$ cat src/rtl/multi_edge_synchronizer.sv
// Multi-channel synchroniser with per-channel glitch filter and selectable edge pulse.
// Optional MULTI_EDGE_STICKY_EN adds clr_i/sticky_o per-channel sticky edge flags.
module multi_edge_synchronizer #(
  parameter int DLY         = 1,
  parameter int CH_NUM      = 4,
  parameter int SYNC_STAGES = 2,
  parameter int FILTER_LEN  = 1,
  parameter int EDGE_MODE   = 0,
  parameter int RST_VAL     = 0
) (
  input  logic              clk_i,
  input  logic              rst_i,
  input  logic [CH_NUM-1:0] async_i,
  input  logic              en_i,
`ifdef MULTI_EDGE_STICKY_EN
  input  logic [CH_NUM-1:0] clr_i,
  output logic [CH_NUM-1:0] sticky_o,
`endif
  output logic [CH_NUM-1:0] level_o,
  output logic [CH_NUM-1:0] pulse_o
);

  localparam int              CNT_W   = (FILTER_LEN > 1) ? $clog2(FILTER_LEN) : 1;
  localparam logic [CNT_W-1:0] CNT_MAX = CNT_W'(FILTER_LEN - 1);
  localparam int              EM      = (EDGE_MODE == 1 || EDGE_MODE == 2) ? EDGE_MODE : 0;
  localparam logic [CH_NUM-1:0] L_RST = {CH_NUM{(RST_VAL != 0)}};

  logic [CH_NUM-1:0] r_sync [SYNC_STAGES];
  logic [CNT_W-1:0]  r_cnt  [CH_NUM];
  logic [CH_NUM-1:0] r_level;
  logic [CH_NUM-1:0] r_pulse;
  logic [CH_NUM-1:0] w_sync_q;
  logic [CH_NUM-1:0] w_edge_ok;
  logic              w_unused_dly;

  // DLY only matters in simulation; the synthesised logic has no use for it.
  assign w_unused_dly = (DLY >= 0);

  assign w_sync_q  = r_sync[SYNC_STAGES-1];
  assign w_edge_ok = (EM == 2) ? {CH_NUM{1'b1}} : (EM == 1) ? ~w_sync_q : w_sync_q;
  assign level_o   = r_level;
  assign pulse_o   = r_pulse;

  always_ff @(posedge clk_i or posedge rst_i) begin
    if (rst_i) begin
      for (int i = 0; i < SYNC_STAGES; i++) r_sync[i] <= L_RST;
    end else begin
      r_sync[0] <= async_i;
      for (int i = 1; i < SYNC_STAGES; i++) r_sync[i] <= r_sync[i-1];
    end
  end

  always_ff @(posedge clk_i or posedge rst_i) begin
    if (rst_i) begin
      for (int ch = 0; ch < CH_NUM; ch++) r_cnt[ch] <= '0;
      r_level <= L_RST;
      r_pulse <= '0;
    end else if (!en_i) begin
      for (int ch = 0; ch < CH_NUM; ch++) r_cnt[ch] <= '0;
      r_pulse <= '0;
    end else begin
      for (int ch = 0; ch < CH_NUM; ch++) begin
        r_pulse[ch] <= 1'b0;
        if (w_sync_q[ch] == r_level[ch]) begin
          r_cnt[ch] <= '0;
        end else if (r_cnt[ch] == CNT_MAX) begin
          r_level[ch] <= w_sync_q[ch];
          r_cnt[ch]   <= '0;
          // Back-to-back acceptance is only possible when unfiltered; keep pulses apart.
          r_pulse[ch] <= w_edge_ok[ch] & ~r_pulse[ch];
        end else begin
          r_cnt[ch] <= r_cnt[ch] + 1'b1;
        end
      end
    end
  end

`ifdef MULTI_EDGE_STICKY_EN
  logic [CH_NUM-1:0] r_sticky;

  assign sticky_o = r_sticky;

  always_ff @(posedge clk_i or posedge rst_i) begin
    if (rst_i) r_sticky <= '0;
    else       r_sticky <= r_pulse | (r_sticky & ~clr_i);
  end
`endif

endmodule
$ cat config.mk
export PLATFORM = sky130hd
export DESIGN_NAME = multi_edge_synchronizer
export DESIGN_NICKNAME = d
export VERILOG_FILES = /design/src/rtl/multi_edge_synchronizer.sv
export SDC_FILE = /design/constraint.sdc
export NUM_CORES = 1
export LEC_CHECK = 0
export CAP_MARGIN = 10
export CORE_MARGIN = 10
export CORE_UTILIZATION = 38
export DETAILED_ROUTE_END_ITERATION = 12
export PLACE_DENSITY = 0.69
export SYNTH_ARGS = -nofsm -noshare
export SYNTH_HDL_FRONTEND = slang
export SYNTH_SLANG_ARGS = --single-unit
$ cat constraint.sdc
create_clock -name clk_i -period 0.8 [get_ports clk_i]
set_input_delay 0.16 -clock clk_i [delete_from_list [all_inputs] [get_ports clk_i]]
set_output_delay 0.16 -clock clk_i [all_outputs]
set_load 0.03 [all_outputs]
==> impl_metrics.json <==
{
  "ant_nets": 0,
  "path_class": "reg -> out",
  "die_w_um": 57.1,
  "period_needed_ps": 1010,
  "outcome": "finished with violations",
  "rsz0062_at_grt": "true",
  "sw_frac_of_total_pct": 22.8,
  "clock_latency_ps": 280,
  "dr.pass1.iters": 1,
  "synth.top_cell.area_share_pct": 76.6,
  "cts.sinks": 16,
  "switching_power_mw": 0.389,
  "final_nets": 59,
  "startpoint_type": "flop",
  "synth_top_area_cell": "dfrtp_1",
  "drc": 0,
  "slew_headroom_pct": 86.5,
  "yosysSeqAreaShare_pct": 76.6,
  "syn2layout_area_growth_pct": 57.4,
  "seqPwrFrac_pct": 52.8,
  "postLayoutCoreUtil_pct": 63.3,
  "antenna_found_initial": 0,
  "path_delay_family": "flip-flops",
  "synth_cell_type_count": 6,
  "clkPwrFrac_pct": 29.4,
  "grt_pass1_wl_um": 1700,
  "numCtsBuffers": 3,
  "clockRootBuffer": "clkbuf_4",
  "dp_cells": 57,
  "finalSetupTns_ps": -2160,
  "vias": 302,
  "n_antenna_cell": 0,
  "grtUsageTotal_pct": 6.43,
  "syn_inst": 26,
  "io_pins": 15,
  "skew_ps": 4.51,
  "synth_area_leaders": "dfrtp_1 (77%), mux2_4 (11%), and4bb_1 (7.2%)",
  "coreArea_mm2": 0.00130,
  "hold_viol_final": 0,
  "drive_gt1_share_pct": 64.7,
  "htree_num_levels": 1,
  "cts_tree": "done",
  "finalWorstSetupSlack_ps": -215,
  "p_per_area_mw_per_mm2": 2070,
  "max_stage_delay_ps": 430,
  "period_share_pct": 127,
  "crit_fanout": 3,
  "fp-row-count": 13,
  "wire_per_inst_um": 14.2,
  "final_cells": 66,
  "power.total_mw": 1.71,
  "violations": "setup timing",
  "grt_overflow": 0,
  "end_kind": "primary output",
  "required_ps": 640,
  "worst_slew_pin_slew_ps": 203,
  "routed_wl_um": 938,
  "p_int_mw": 1.32,
  "die_area_mm2": 0.00326,
  "cts_max_path_buffers": 2,
  "cts.clk_slew.worst_paths_ps": 90,
  "ys_seq_elements": 16,
  "avgSynthCellArea_um2": 20.1,
  "via_per_inst": 4.58,
  "fmax_ghz": 0.986,
  "syn_nets": 33,
  "cts_hold_buf": 0,
  "comb_power_share_pct": 17.8,
  "fp.dieH_um": 57.1,
  "maxSlewViolCount": 0,
  "initial_core_util_pct": 40.2,
  "drv_cap": 0,
  "critPathArrivalTime_ps": 850,
  "ys_warn_count": 0,
  "grt_max_degree": 10,
  "cp_slowest_cell": "dfrtp_2",
  "grt_pass1_vias": 371,
  "drtIter0Drc": 0,
  "p_leak_nw": 0.389,
  "hold_class": "in -> async",
  "port_buffers": 14,
  "finalSetupViolations": 15,
  "path_buf_inv": 1,
  "path_cells": "buf_6",
  "netlist_area_um2": 523,
  "vdd_ir_drop_max_mv": 1.29,
  "gp_congestion": 0.583
}
## synthesized netlist by cell type
master / instances
inv_1: 1
buf_6: 1
dfrtp_1: 16
nor4bb_1: 1
and4bb_1: 3
mux2_4: 4
## kinds of logic (layout without fill, tap and decap cells)
logic type             Yosys count  in the layout  synth area share, %
muxes                            4              4                 11.5
DFF                             16             16                 76.6
and+or+nand+nor                  4              4                 9.09
buffers and inverters            2             27                 2.87
## metrics by stage
stage	hold WS, ps	worst slack [ps]	instance area, um^2
final	156	-215	823
after global placement	332	-394	683
after global routing	158	-245	823
after CTS	154	-226	816
after detailed placement	341	-415	683
after floorplan	73.2	-61.0	533
## flip-flops by register name, summed over array words and instances, names as in the netlist
signal     count
r_sync         4
level_o        4
w_edge_ok      4
pulse_o        4
## cell usage in the layout (no fill, tap or decap)
| cell type | instances |
|---|---|
| buf_4 | 2 |
| clkbuf_8 | 1 |
| dfrtp_1 | 8 |
| clkbuf_4 | 3 |
| dfrtp_2 | 8 |
| clkdlybuf4s50_1 | 5 |
| dlygate4sd2_1 | 1 |
| buf_6 | 14 |
| nor4bb_4 | 1 |
| mux2_4 | 4 |
| inv_1 | 1 |
| and4bb_1 | 3 |
## layout make-up
class | count | area (um^2)
flip-flops and latches | 16 | 410
multi-input cells | 8 | 123
fillers | 94 | 478
repair buffers | 22 | 231
clock buffers | 4 | 36.3
well taps | 15 | 18.8
inverters | 1 | 3.75
## final timing paths
path | start | endpoint | slack, ps | cells after the start
worst max-delay path | level_o[3] | level_o[3] | -210 | 1
worst min-delay path | rst_i | level_o[0] | 160 | 3
worst max register to register | level_o[0] | level_o[0] | -120 | 2
worst min register to register | r_sync[6] | w_edge_ok[2] | 360 | 0
max in group asynchronous | rst_i | pulse_o[0] | 500 | 3
min in group clk_i | async_i[3] | r_sync[7] | 320 | 1
## routing by layer
metal	vias to the layer above	part of all wire [%]	GRT usage, %
li1	138	-	-
met1	152	41	6.91
met2	12	48	10.4
met3	0	11	5.09
met4	0	0	0
met5	-	0	0
## repair_timing
action                     4_1_cts  5_1_grt
setup endpoints to repair       13       15
gates cloned                     0        0
resized for setup               15        2
pin swaps                        2        2
setup buffers                    5        0
## power by group through the flow
stage                     Sequential, mW  Combinational, mW  Clock [mW]
final                              0.901              0.304       0.502
after global routing               0.909              0.323       0.567
after CTS                          0.900              0.307       0.528
after detailed placement           0.912              0.232           0
after global placement             0.906              0.226           0
after floorplan                    0.967             0.0692           0
Power figures use the tool's default switching activity.
